`src/rtl/relu_pool.sv`:
```
// ReLU + 2x2 max-pool + requantise stage between a conv output SRAM and the
// next layer's pixel SRAM. One window every 6 cycles: 4 reads, 1 drain, 1 write.
module relu_pool #(
    parameter int DATA_WIDTH = 20,
    parameter int ADDR_WIDTH = 10,
    parameter int OUT_WIDTH  = 9,
    parameter int FMAP_W     = 30,
    parameter int FMAP_H     = 30,
    parameter int SHIFT      = 6
) (
    input  logic                  clk,
    input  logic                  reset,
    input  logic                  start,
    output logic                  finish,
    output logic                  conv_out_req,
    output logic [ADDR_WIDTH-1:0] conv_out_addr,
    input  logic [DATA_WIDTH-1:0] conv_out_data,
    output logic                  pool_req,
    output logic [ADDR_WIDTH-1:0] pool_addr,
    output logic [OUT_WIDTH-1:0]  pool_data
);

    localparam int WIN_W = FMAP_W / 2;
    localparam int WIN_H = FMAP_H / 2;
    localparam int SAT   = (1 << (OUT_WIDTH - 1)) - 1;

    typedef enum logic [2:0] {
        IDLE = 3'd0,
        RD   = 3'd1,
        LAST = 3'd2,
        WR   = 3'd3,
        DONE = 3'd4
    } state_t;

    state_t                         state_r, state_nxt_s;
    logic [1:0]                     rd_cnt_r, rd_cnt_nxt_s;
    logic [ADDR_WIDTH-1:0]          wc_r, wc_nxt_s;
    logic [ADDR_WIDTH-1:0]          wr_r, wr_nxt_s;
    logic [ADDR_WIDTH-1:0]          win_r, win_nxt_s;
    logic [ADDR_WIDTH-1:0]          addr_nxt_s;
    logic signed [DATA_WIDTH-1:0]   max_r;
    logic signed [DATA_WIDTH-1:0]   word_s;
    logic signed [DATA_WIDTH-1:0]   cand_s;
    logic                           last_win_s;

    // Negative clamps to zero, then logical shift and saturate to the positive range.
    function automatic logic [OUT_WIDTH-1:0] requant(input logic signed [DATA_WIDTH-1:0] m);
        logic [DATA_WIDTH-1:0] r;
        logic [DATA_WIDTH-1:0] q;
        r = m[DATA_WIDTH-1] ? {DATA_WIDTH{1'b0}} : m;
        q = r >> SHIFT;
        if (q > DATA_WIDTH'(SAT)) begin
            requant = OUT_WIDTH'(SAT);
        end else begin
            requant = q[OUT_WIDTH-1:0];
        end
    endfunction

    assign word_s     = $signed(conv_out_data);
    assign cand_s     = (word_s > max_r) ? word_s : max_r;
    assign last_win_s = (wc_r == ADDR_WIDTH'(WIN_W - 1)) && (wr_r == ADDR_WIDTH'(WIN_H - 1));

    // FSM state register
    always_ff @(posedge clk or negedge reset) begin
        if (!reset) begin
            state_r <= IDLE;
        end else begin
            state_r <= state_nxt_s;
        end
    end

    // Next state plus next read/window counters
    always_comb begin
        state_nxt_s  = state_r;
        rd_cnt_nxt_s = (state_r == RD) ? rd_cnt_r + 2'd1 : 2'd0;
        wc_nxt_s     = wc_r;
        wr_nxt_s     = wr_r;
        win_nxt_s    = win_r;
        case (state_r)
            IDLE, DONE: begin
                if (start) begin
                    state_nxt_s = RD;
                    wc_nxt_s    = {ADDR_WIDTH{1'b0}};
                    wr_nxt_s    = {ADDR_WIDTH{1'b0}};
                    win_nxt_s   = {ADDR_WIDTH{1'b0}};
                end else begin
                    state_nxt_s = state_r;
                end
            end
            RD: begin
                if (rd_cnt_r == 2'd3) begin
                    state_nxt_s = LAST;
                end else begin
                    state_nxt_s = RD;
                end
            end
            LAST: state_nxt_s = WR;
            WR: begin
                state_nxt_s = last_win_s ? DONE : RD;
                win_nxt_s   = win_r + ADDR_WIDTH'(1);
                if (wc_r == ADDR_WIDTH'(WIN_W - 1)) begin
                    wc_nxt_s = {ADDR_WIDTH{1'b0}};
                    wr_nxt_s = wr_r + ADDR_WIDTH'(1);
                end else begin
                    wc_nxt_s = wc_r + ADDR_WIDTH'(1);
                end
            end
            default: state_nxt_s = IDLE;
        endcase
    end

    // Read address for the upcoming cycle: window base plus 2x2 offset
    always_comb begin
        addr_nxt_s = (wr_nxt_s * ADDR_WIDTH'(2 * FMAP_W)) + wc_nxt_s + wc_nxt_s;
        case (rd_cnt_nxt_s)
            2'd0:    addr_nxt_s = addr_nxt_s;
            2'd1:    addr_nxt_s = addr_nxt_s + ADDR_WIDTH'(1);
            2'd2:    addr_nxt_s = addr_nxt_s + ADDR_WIDTH'(FMAP_W);
            2'd3:    addr_nxt_s = addr_nxt_s + ADDR_WIDTH'(FMAP_W + 1);
            default: addr_nxt_s = {ADDR_WIDTH{1'b0}};
        endcase
    end

    // Counters and running max; read data lags its request by one cycle
    always_ff @(posedge clk or negedge reset) begin
        if (!reset) begin
            rd_cnt_r <= 2'd0;
            wc_r     <= {ADDR_WIDTH{1'b0}};
            wr_r     <= {ADDR_WIDTH{1'b0}};
            win_r    <= {ADDR_WIDTH{1'b0}};
            max_r    <= {DATA_WIDTH{1'b0}};
        end else begin
            rd_cnt_r <= rd_cnt_nxt_s;
            wc_r     <= wc_nxt_s;
            wr_r     <= wr_nxt_s;
            win_r    <= win_nxt_s;
            if (state_r == RD && rd_cnt_r == 2'd1) begin
                max_r <= word_s;
            end else if ((state_r == RD && rd_cnt_r[1]) || state_r == LAST) begin
                max_r <= cand_s;
            end else begin
                max_r <= max_r;
            end
        end
    end

    // Registered outputs, derived from the next state so they align with it
    always_ff @(posedge clk or negedge reset) begin
        if (!reset) begin
            finish        <= 1'b0;
            conv_out_req  <= 1'b0;
            conv_out_addr <= {ADDR_WIDTH{1'b0}};
            pool_req      <= 1'b0;
            pool_addr     <= {ADDR_WIDTH{1'b0}};
            pool_data     <= {OUT_WIDTH{1'b0}};
        end else begin
            finish        <= (state_nxt_s == DONE);
            conv_out_req  <= (state_nxt_s == RD);
            conv_out_addr <= (state_nxt_s == RD) ? addr_nxt_s : {ADDR_WIDTH{1'b0}};
            pool_req      <= (state_nxt_s == WR);
            if (state_nxt_s == WR) begin
                pool_addr <= win_r;
                pool_data <= requant(cand_s);
            end else begin
                pool_addr <= pool_addr;
                pool_data <= pool_data;
            end
        end
    end

endmodule

```
`config.mk`:
```
export PLATFORM = sky130hd
export DESIGN_NAME = relu_pool
export DESIGN_NICKNAME = d
export VERILOG_FILES = /design/src/rtl/relu_pool.sv
export SDC_FILE = /design/constraint.sdc
export NUM_CORES = 1
export LEC_CHECK = 0
export CAP_MARGIN = 25
export CORE_ASPECT_RATIO = 1.75
export CORE_MARGIN = 8
export CORE_UTILIZATION = 30
export DETAILED_ROUTE_END_ITERATION = 7
export PLACE_DENSITY_LB_ADDON = 0.3
export SETUP_SLACK_MARGIN = 0.4
export SYNTH_ARGS = -nofsm -noshare
export SYNTH_HDL_FRONTEND = slang
export SYNTH_SLANG_ARGS = --single-unit
export TNS_END_PERCENT = 50
```
`constraint.sdc`:
```
create_clock -name clk -period 13.6 [get_ports clk]
set_clock_uncertainty 0.05 [all_clocks]
set_input_delay 2.72 -clock clk [delete_from_list [all_inputs] [get_ports clk]]
set_output_delay 2.72 -clock clk [all_outputs]
set_load 0.05 [all_outputs]
```
* Word-level counts from Yosys, hierarchy flattened
Cells that the tools add are included.
** Word-level totals
- Output and inout bits :: 32
- Latch bits :: 0
- Bits in writable memories :: 0
- ROM bits :: 0
- Register bits after elaboration :: 87
- Input bits :: 23
- Logic and storage cells :: 69
- Memories :: 0
** Operators by class
- $mul :: 1
- Shift-type cells :: 0
- Equal/unequal tests :: 15
- Divide/modulo/power cells :: 0
- Muxes and demuxes :: 20
- Bitwise logic cells :: 0
- Reductions and logical operators :: 10
- Add/subtract/negate cells :: 9
- Magnitude comparators :: 2
** Operator list (count)
- 2-to-1 mux 10 bit :: 6
- 2-to-1 mux 20 bit :: 3
- case mux 10 bit (2 select lines) :: 3
- adder 10 x 1 -> 10 bit, second input constant :: 4
- case mux 10 bit (4 select lines) :: 1
- adder 10 bit :: 2
- adder 10 x 5 -> 10 bit, second input constant :: 2
- == test 10 x 4 -> 1 bit, second input constant :: 2
- > comparator 20 bit :: 1
- 2-to-1 mux 19 bit :: 1
- > comparator 13 x 8 -> 1 bit, second input constant :: 1
- case mux 3 bit (4 select lines) :: 1
- multiplier 10 x 4 -> 8 bit, second input constant :: 1
- == test 3 x 2 -> 1 bit, second input constant :: 3
- 2-to-1 mux 9 bit :: 1
- == test 2 bit, second input constant :: 3
- == test 3 x 1 -> 1 bit, second input constant :: 2
- == test 3 bit, second input constant :: 2
- 2-to-1 mux 3 bit :: 2
- == test 2 x 1 -> 1 bit, second input constant :: 2
- 2-to-1 mux 2 bit :: 2
- nonzero test 2 bit :: 2
- logical AND 1 bit :: 3
- zero test 3 bit :: 1
- 6 further kinds :: 6

* Longest topological paths before layout
Gate-level depths: netlist of run 1.
- Depth in word-level cells :: 9
- Gate-level depth with buffers :: 23
- Depth with buffers taken out :: 22

* Worst setup path after synthesis of run 1
No wires, ideal clock.
- Kind :: input-to-reg
- Start point :: in start
- End point :: reg conv_out_addr[8]
- Data required time :: 13431 ps
- Library setup time :: 119 ps
- Buffers on the path :: 1
- Arrival :: 7092 ps
- Stages :: 21
- Path slack :: 6339 ps
- Cell sequence :: or3b_2 -> clkbuf_1 -> nand2_1 -> nand2_1 -> nand2_1 -> o21ai_0 -> inv_1 -> fa_1 -> inv_1 -> fa_1 -> inv_1 -> fa_1 -> inv_1 -> ha_1 -> o21a_1 -> a211oi_1 -> o211ai_1 -> or4_1 -> xor2_1 -> o22ai_1 -> o21a_1
** Between the ends
- Word-level cells in the longest chain between the ends :: 8
- Elaborated cells between the ends (all ways) :: 15
- Classes of those cells :: add/sub: 5; mul: 1; eq/ne: 1; mux: 8
** Ends and longest elaborated chain
- start: declaration :: line 13 : input logic start,
- 2-to-1 mux 10 bit (*) :: line 81 : if (start) begin
- case mux 10 bit (2 select lines) (*) :: line 79 : case (state_r)
- named net wr_nxt_s[1] :: line 38 : logic [ADDR_WIDTH-1:0] wr_r, wr_nxt_s;
- multiplier 10 x 4 -> 8 bit (*) :: line 114 : addr_nxt_s = (wr_nxt_s * ADDR_WIDTH'(2 * FMAP_W)) + wc_nxt_s + wc_nxt_s;
- adder 10 bit (*) (2 in series) :: line 114
- adder 10 x 5 -> 10 bit, or another cell as far along :: line 119 : 2'd3: addr_nxt_s = addr_nxt_s + ADDR_WIDTH'(FMAP_W + 1);
- case mux 10 bit (4 select lines) (*) :: line 115 : case (rd_cnt_nxt_s)
- 2-to-1 mux 10 bit (*) :: line 159 : conv_out_addr <= (state_nxt_s == RD) ? addr_nxt_s : {ADDR_WIDTH{1'b0}};
- end signal: assignment :: line 152 : conv_out_addr <= {ADDR_WIDTH{1'b0}};
- end signal: assignment :: line 159
- end: declaration :: line 16 : output logic [ADDR_WIDTH-1:0] conv_out_addr,
Mark *: on every way through the listed nets, which the timed path passes. The rest lies on a longest branch.
A chain may end at the register's enable or synchronous reset.

* Worst setup path after layout of run 1
Ends and elaborated chain as after synthesis.

==> results of run 1 <==
layout by cell type, fill, tap and decap left out, drive strengths merged, types with 11 or more instances in the layout:
cell type      instances
nand3                 23
clkdlybuf4s50         53
nor2                  25
ha                    45
a21oi                 24
o21ai                 61
nand2                 82
inv                   58
mux2                  20
dfrtp                 87
fa                    11
o21a                  20
metal layers:
layer | track usage [%] | part of all wire, % | up-vias
met1 | 12.48 | 37 | 2258
met3 | 1.790 | 2.9 | 35
li1 | - | - | 2320
met4 | 7.767 | 3.8 | 0
met2 | 23.73 | 56 | 93
met5 | 0 | 0 | -
worst max-delay path: cells and delay by family:
family          cells  cell delay (ns)
simple gates        5             1.60
fa+ha+maj           4             1.54
compound gates      6             1.12
buf+inv             5             0.92
xor+xnor            1             0.15
final cells by class:
type                            instances  area share [%]
Tap cell                              241           4.420
Timing Repair Buffer                   60           8.547
Multi-Input combinational cell        461           47.67
Clock buffer                           10           3.357
Sequential cell                        87           31.91
Inverter                               58           3.191
Clock inverter                          6          0.8988
power groups by stage:
stage          clock, mW  sequential [mW]  combinational [mW]
2_1_floorplan          0            0.472               0.339
3_3_place_gp           0            0.384               0.600
3_5_place_dp           0            0.387               0.605
4_1_cts            0.252            0.382               0.607
5_1_grt            0.263            0.394               0.659
6_report           0.245            0.381               0.598
synth_stat cells, drive strengths merged, types with 5 or more instances:
cell    instances
dfrtp          87
nand2          82
o21ai          61
inv            58
ha             45
nor2           25
a21oi          24
nand3          23
mux2           20
o21a           20
clkbuf         14
fa             11
and3           10
nand4          10
o211ai         10
xnor2          10
a31oi           8
o31ai           7
xor2            7
buf             6
nor2b           6
nor3            6
o21bai          6
o22ai           6
or3             6
a211oi          5
a21o            5
kinds of logic (layout without fill, tap and decap cells):
| family | Yosys count | after routing | synth area share (%) |
|---|---|---|---|
| flip-flops | 87 | 87 | 38.02 |
| adder cells (fa/ha/maj) | 56 | 56 | 13.68 |
| multiplexers | 22 | 22 | 4.282 |
| XOR/XNOR | 18 | 18 | 3.037 |
| buffers and inverters | 78 | 134 | 5.200 |
| AND/OR/NAND/NOR | 194 | 194 | 16.78 |
| AO/OA/AOI/OAI | 171 | 171 | 19.01 |
path summary, 6_finish.rpt:
check                        startpoint                to  slack (ns)  cells past startpoint
min in group asynchronous         reset  conv_out_addr[9]        2.21                      1
min                        pool_addr[8]      pool_addr[8]        0.42                      2
max in group asynchronous         reset          pool_req       10.10                      2
max                               start  conv_out_addr[8]        5.72                     21
min reg2reg                pool_addr[8]      pool_addr[8]        0.42                      2
max reg2reg                     wc_r[0]  conv_out_addr[8]        7.31                     20
through the flow:
stage | hold slack, ns | cell area (sq um) | power (mW) | worst slack [ns] | std cells
final | 0.4217 | 6822 | 1.224 | 5.724 | 923
after global routing | 0.4454 | 6822 | 1.316 | 5.276 | 923
after CTS | 0.4264 | 6822 | 1.241 | 5.702 | 923
after detailed placement | 0.4114 | 6531 | 0.9913 | 5.365 | 907
after global placement | 0.4094 | 6531 | 0.9847 | 5.432 | 907
after floorplan | 0.4016 | 5727 | 0.8104 | 6.339 | 626
==> metrics, run 1 <==
Hold Crit Class flop to flop; DRT Wirelength ~14,000 um; Cell Int Power about 0.7 mW; H-tree levels 3; global-route wire length before repair approximately 24,000 um; Placeable Area approximately 0.019 sq mm; Tmin final ~7.9 ns; post-synth net total about 700; Syn Area/Cell slightly above 9 sq um; Total Negative Setup Slacks 0 ns; status finished, final reports clean; Slew HR 34.98%; DRT Pass-1 Iters 5; CTS max path bufs 2; Seq. cell area ~0.0022 sq mm; Netlist cell types 62; Yosys top cell area share a little under two fifths; Main synth FF type dfrtp_1; full die area approximately 0.024 sq mm; number of synthesized register bits 87; Root Driver clkbuf_16; WL/cell between 15 and 20 um; gr ovfl total 0; # fillers 1,969; final hold vios 0; Post-Syn Area approximately 0.0057 sq mm; proportion of layout cells with a drive suffix above 1 roughly 8.1%; Remaining DRCs 0; post-cts resize count 0; Psw approximately 0.52 mW; initial drt markers about 310; fin crit share ~58%; power share of the sequential group between 30% and 40%; cells along the critical path clkdlybuf4s50_1 -> or3b_2 -> nand2_1 -> nand2_1 -> nand2_1 -> o21ai_0 -> inv_1 -> fa_1 -> inv_1 -> fa_1 -> inv_1 -> fa_1 -> inv_1 -> ha_1 -> o21a_1 -> a211oi_1 -> o211ai_1 -> or4_1 -> xor2_1 -> o22ai_1 -> o21a_1; final setup fails 0; Clock Latency Late Sink approximately 0.34 ns; PD cells approximately 180 mW/mm^2; ys async rst share between 90% and 100%; initial cell density of the core between 30% and 40%; Die Y 198.8 um; post-CTS setup buffers 0; residual antenna-violating net count after detailed routing 0; Critical Path Most Common Cell inv_1; # nets final around 760; average vias per placed instance between 5 and 6; gr usage total 12.53%; Peak Freq between 100 and 150 MHz; logic gate share of total power between 40% and 50%; largest net degree at the start of global routing 69; top cells by area, synth dfrtp_1, ha_1, nand2_1, o21ai_0, mux2_2; Syn Inst Count around 630; Slew Limit Fails 0; Max Cap Violations 0; Yosys top cell by area dfrtp_1; Clk pin slew, worst setup/hold paths approximately 0.060 ns; Critical-path top delay cell or4_1; slowest stage delay, CP 0.58 ns; number of global-route vias before repair around 5,000; kind of critical path primary input to flop; multi-input logic area ~0.0033 sq mm; RSZ-0062 raised after global routing false; startpoint types primary input; Worst VDD drop approximately 0.00009 V; Num CTS Buffers 9; PortBufs 54; Critical Path AT between 8 and 9 ns; synthesis warning total 0; critical path fanouts, max 9; CTS Hold Buffers Added 0; Critical Path RT 13.78 ns; FP Rows 67; CTS tree built; Final GP Congestion 0.8375; sequential element share of the synthesized area 38.02%; die extent in x 120.4 um; diode count 0; clock share of power between 20% and 30%; initial antenna violation count 0; P_leak 3.151 nW; Post-synth EDFFs 0; Switching Share between 40% and 50%; area grow syn2layout 19.12%; clk sink count between 80 and 90; vias around 4,700; worst slew pin tran 0.9670 ns; Layout Utilization a little over a third; critical path capture point type flop; IO Count 55; DP HPWL 11,220 um
Note: power is estimated with default switching activity, not from simulation.
==> inputs of run 2 (changes only) <==
==> constraint.sdc (replaced) <==
create_clock -name clk -period 8.19 [get_ports clk]
set_clock_uncertainty 0.05 [all_clocks]
set_input_delay 1.638 -clock clk [delete_from_list [all_inputs] [get_ports clk]]
set_output_delay 1.638 -clock clk [all_outputs]
set_load 0.05 [all_outputs]
==> run 2 against run 1 <==
  * Via count is 0.62% lower
  * Total power is 67% higher
  * Register-to-register slack worse by 5.4 ns
  * First-iteration DRC count is 13% lower
  * Die area stayed put
  * Clock-buffer cell count is 1 higher
  * Largest power group unchanged
==> metrics, run 2 (synthesized netlist as in run 1, its figures left out) <==
Clock Latency Late Sink ~0.34 ns; buffer and inverter count on the worst path 5; grt met1 use between 10 and 15%; Critical Path RT between 8 and 9 ns; Hold Crit Class flop to flop; largest net degree at the start of global routing between 60 and 70; slowest stage delay, CP roughly 0.59 ns; Slew HR between 30% and 40%; clock share of power between 20% and 30%; Crit. path cell count 21; post-CTS setup buffers 0; Slew Limit Fails 0; Reg2Reg Setup Slack around 1.9 ns; full die area ~0.024 sq mm; diode count 0; M2 GR Usage approximately a quarter; Setup crit start start; proportion of layout cells with a drive suffix above 1 under 10%; cells along the critical path clkdlybuf4s50_1 -> or3b_2 -> nand2_1 -> nand2_1 -> nand2_1 -> o21ai_0 -> inv_1 -> fa_1 -> inv_1 -> fa_1 -> inv_1 -> fa_1 -> inv_1 -> ha_1 -> o21a_1 -> a211oi_1 -> o211ai_1 -> or4_1 -> xor2_1 -> o22ai_1 -> o21a_1; post-cts resize count 0; grt peak-use layer met2; P_leak approximately 3.1 nW; DRT Pass-1 Iters 4; Critical-path top delay cell or4_1; PD cells ~300 mW/mm^2; critical path capture point type flop; Num CTS Buffers 9; Remaining DRCs 0; global-route wire length before repair between 20,000 and 25,000 um; logic gate share of total power roughly half; initial drt markers roughly 270; Psw 0.8621 mW; critical path fanouts, max 9; status finished, final reports clean; total power 2.040 mW; CTS tree built; Worst VDD drop ~0.00015 V; most common cell after layout, fill and taps aside dfrtp_1; gr ovfl total 0; final setup fails 0; CTS max path bufs 2; gr usage total 12.47%; residual antenna-violating net count after detailed routing 0; DP HPWL ~11,000 um; CP top delay family simple AND/OR/NAND/NOR gates; startpoint types primary input; RSZ-0062 raised after global routing false; Peak Freq about 150 MHz; worst slew pin tran 0.9784 ns; Clk pin slew, worst setup/hold paths ~0.060 ns; R2R cell count 20; Total Negative Setup Slacks 0 ns; Critical Path AT 7.04 ns; area grow syn2layout 19.29%; fin crit share between 80 and 90%; FP Rows 67; die extent in x around 120 um; Setup crit end conv_out_addr[8]; kind of critical path primary input to flop; Root Driver clkbuf_16; # nets final around 760; Die Y 198.8 um; H-tree levels 3; average vias per placed instance about 5; Placeable Area about 0.019 sq mm; vias 4,677; DRT Wirelength 14,270 um; reg2reg start wc_r[0]; power share of the sequential group 31.0%; Tmin final 6.856 ns; Critical Path Most Common Cell inv_1; initial antenna violation count 0; worst reg2reg path endpoint conv_out_addr[8]; Switching Share ~42%; hold slack approximately 0.42 ns; Cell Int Power about 1.2 mW; # fillers 1,978; Final GP Congestion approximately 0.84; Max Cap Violations 0; CTS Hold Buffers Added 0; met3 Resource Use GR 1.620%; PortBufs 54; number of global-route vias before repair 4,829; IO Count 55; clk sink count 87; WL/cell between 15 and 20 um; final hold vios 0; initial cell density of the core 30.23%; most frequent cells in the layout dfrtp_1, nand2_1, o21ai_0
run 2: cell count changes in the layout (fill, tap and decap cells not counted):
cell | previous run | this run
clkinv_4 | 1 | 0
clkinvlp_4 | 1 | 3
clkbuf_8 | 0 | 1
clkinv_2 | 3 | 1
run 2: tightest hold or removal path: cells and delay by family (launching register included):
family        cells  cell delay, ns
flops             1            0.34
simple gates      2            0.10
run 2: worst min path at each step:
stage / from / endpoint / slack (ns) / cells past startpoint
floorplan: win_r[9] / win_r[9] / 0.40 / 1
global placement: pool_addr[2] / pool_addr[2] / 0.41 / 2
detailed placement: pool_addr[0] / pool_addr[0] / 0.41 / 2
CTS: pool_addr[0] / pool_addr[0] / 0.43 / 2
global route: pool_addr[3] / pool_addr[3] / 0.45 / 2
finish: pool_addr[0] / pool_addr[0] / 0.42 / 2
run 2: cell type report:
class,count,area [sq um],area share [%]
Timing Repair Buffer,60,583.1,8.535
Multi-Input combinational cell,461,3252,47.60
Clock inverter,5,57.56,0.8425
Tap cell,241,301.5,4.414
Sequential cell,87,2177,31.87
Inverter,58,217.7,3.187
Clock buffer,11,242.7,3.553
run 2: through the flow:
step                worst slack, ns  utilization [%]  instances  instance area [sq um]
floorplan                     2.011                -        626                   5727
global placement              1.102            34.47        907                   6531
CTS                           1.351            36.06        923                   6832
finish                        1.334            36.06        923                   6832
detailed placement           0.9956            34.47        907                   6531
global route                 0.9588            36.06        923                   6832
run 2: per-layer routing:
layer	vias up	wire, um
met5	-	0
met4	0	441
met3	23	364
met2	66	8177
met1	2264	5289
li1	2324	-
run 2: power by group through the flow:
stage	logic [mW]	registers, mW	clock network (mW)
2_1_floorplan	0.562	0.783	0
3_3_place_gp	0.997	0.638	0
3_5_place_dp	1.00	0.642	0
4_1_cts	1.01	0.634	0.430
5_1_grt	1.09	0.652	0.444
6_report	0.989	0.632	0.420
==> inputs of run 3 (changes only) <==
==> constraint.sdc (replaced) <==
create_clock -name clk -period 6.45 [get_ports clk]
set_clock_uncertainty 0.05 [all_clocks]
set_input_delay 1.29 -clock clk [delete_from_list [all_inputs] [get_ports clk]]
set_output_delay 1.29 -clock clk [all_outputs]
set_load 0.05 [all_outputs]
==> run 3 against run 2 <==
  * Sequential power increased by 28%
  * Clock power increased by 27%
  * Sequential cell count unchanged
  * Final cell count increased by 1.3%
  * Sequential share of layout area decreased by 0.61 points
  * Design area increased by 2.0%
  * Hold slack got worse by 0.0023 ns
  * Highest routed layer unchanged
==> metrics, run 3 (synthesized netlist as in run 1, its figures left out) <==
status finished, final reports clean; startpoint types flop; Setup crit start wc_r[0]; final hold vios 0; H-tree levels 3; Worst VDD drop about 0.00022 V; initial drt markers approximately 230; critical path fanouts, max 8; vias 4,768; Switching Share between 40% and 50%; clk sink count 87; Die Y 198.8 um; kind of critical path flop to flop; # nets final 768; Slew HR between 20% and 30%; Psw 1.114 mW; number of global-route vias before repair approximately 4,900; Final GP Congestion around 0.84; Layout Utilization between 30% and 40%; largest net degree at the start of global routing 67; critical path capture point type flop; Clock Latency Late Sink 0.34 ns; logic gate share of total power around half; average vias per placed instance 5.099; global-route wire length before repair around 24,000 um; gr ovfl total 0; most frequent cells in the layout dfrtp_1, nand2_1, o21ai_0; most common cell after layout, fill and taps aside dfrtp_1; initial antenna violation count 0; Critical Path RT between 6 and 7 ns; DRT Pass-1 Iters 4; slowest stage delay, CP 0.54 ns; area grow syn2layout 21.63%; Max Cap Violations 0; power share of the sequential group a little under a third; diode count 0; CTS max path bufs 2; # fillers around 2,000; die extent in x between 100 and 150 um; residual antenna-violating net count after detailed routing 0; Critical Path AT 5.80 ns; Tmin final 5.613 ns; initial cell density of the core a little under a third; Slew Limit Fails 0; Hold Path Origin pool_addr[9]; Placeable Area 0.01895 sq mm; PD cells approximately 380 mW/mm^2; proportion of layout cells with a drive suffix above 1 a little over a tenth; Hold Crit Class flop to flop; post-CTS setup buffers 0; DRT Wirelength 14,420 um; Reg2Reg Setup Slack ~0.84 ns; reg2reg start wc_r[0]; Cell Int Power 1.506 mW; Remaining DRCs 0; Peak Freq between 150 and 200 MHz; full die area about 0.024 sq mm; worst slew pin tran 1.056 ns; Total Negative Setup Slacks 0 ns; gr usage total roughly 12%; Clk pin slew, worst setup/hold paths approximately 0.060 ns; Critical-path top delay cell fa_1; cells along the critical path inv_1 -> ha_1 -> or4b_4 -> nor3_4 -> buf_4 -> nand3_1 -> o21a_1 -> fa_1 -> inv_2 -> fa_1 -> inv_1 -> fa_1 -> inv_1 -> ha_1 -> o21a_1 -> a211oi_2 -> o211ai_1 -> or4_4 -> xor2_1 -> o22ai_1 -> o21a_1; fin crit share just under 90%; WL/cell roughly 15 um; IO Count 55; CTS tree built; DP HPWL approximately 11,000 um; PortBufs 54; FP Rows between 60 and 70; clock share of power about a fifth; RSZ-0062 raised after global routing false; P_leak around 3.2 nW; Root Driver clkbuf_16; Num CTS Buffers 9; final setup fails 0
## run 3: timing repair
item | CTS | global route
endpoints found under the setup margin | 1 | 3
gates resized for setup | 1 | 12
cloned | 0 | 0
hold buffers | 0 | 0
pin swaps | 0 | 4
## run 3: worst max-delay path: cells and delay by family (launching register included)
| kind | cells | cell delay (ns) |
|---|---|---|
| flip-flops | 1 | 0.47 |
| XOR/XNOR | 1 | 0.16 |
| buffers and inverters | 5 | 0.43 |
| adder cells (fa/ha/maj) | 5 | 2.01 |
| AND/OR/NAND/NOR | 4 | 1.34 |
| AO/OA/AOI/OAI | 6 | 1.04 |
## run 3: worst paths after layout
kind / endpoint / depth (start not counted)
setup reg to reg: conv_out_addr[8] / 21
setup / recovery: conv_out_addr[8] / 21
min in group asynchronous: conv_out_addr[7] / 1
hold / removal: pool_addr[9] / 2
hold reg to reg: pool_addr[9] / 2
max in group asynchronous: pool_req / 2
## run 3: final cells by class
type | instances | area, sq um | area share [%]
Sequential cell | 87 | 2177 | 31.26
Clock inverter | 6 | 68.82 | 0.9880
Timing Repair Buffer | 72 | 675.6 | 9.700
Clock buffer | 10 | 229.0 | 3.287
Inverter | 58 | 217.7 | 3.126
Tap cell | 241 | 301.5 | 4.329
Multi-Input combinational cell | 461 | 3296 | 47.31
## run 3: power groups by stage
stage	Sequential, mW	Combinational (mW)	Clock [mW]
4_1_cts	0.809	1.29	0.543
6_report	0.808	1.28	0.532
2_1_floorplan	0.995	0.714	0
5_1_grt	0.833	1.41	0.561
3_5_place_dp	0.818	1.29	0
3_3_place_gp	0.813	1.28	0
## run 3: metrics by stage
step | cell area (sq um) | hold WS (ns) | instances | power, mW | setup WS (ns)
6_report | 6965 | 0.4221 | 935 | 2.620 | 0.8373
5_1_grt | 6965 | 0.4451 | 935 | 2.807 | 0.4846
4_1_cts | 6924 | 0.4290 | 935 | 2.645 | 0.4519
3_5_place_dp | 6621 | 0.4127 | 919 | 2.106 | 0.03492
3_3_place_gp | 6621 | 0.4111 | 919 | 2.096 | 0.1247
2_1_floorplan | 5727 | 0.4016 | 626 | 1.709 | 0.6195
## run 3: per-layer routing
metal,routed length (um),vias up,global-route usage [%]
li1,-,2355,-
met2,8125,90,24.35
met1,5359,2297,12.29
met4,480,0,7.209
met3,455,26,1.279
met5,0,-,0
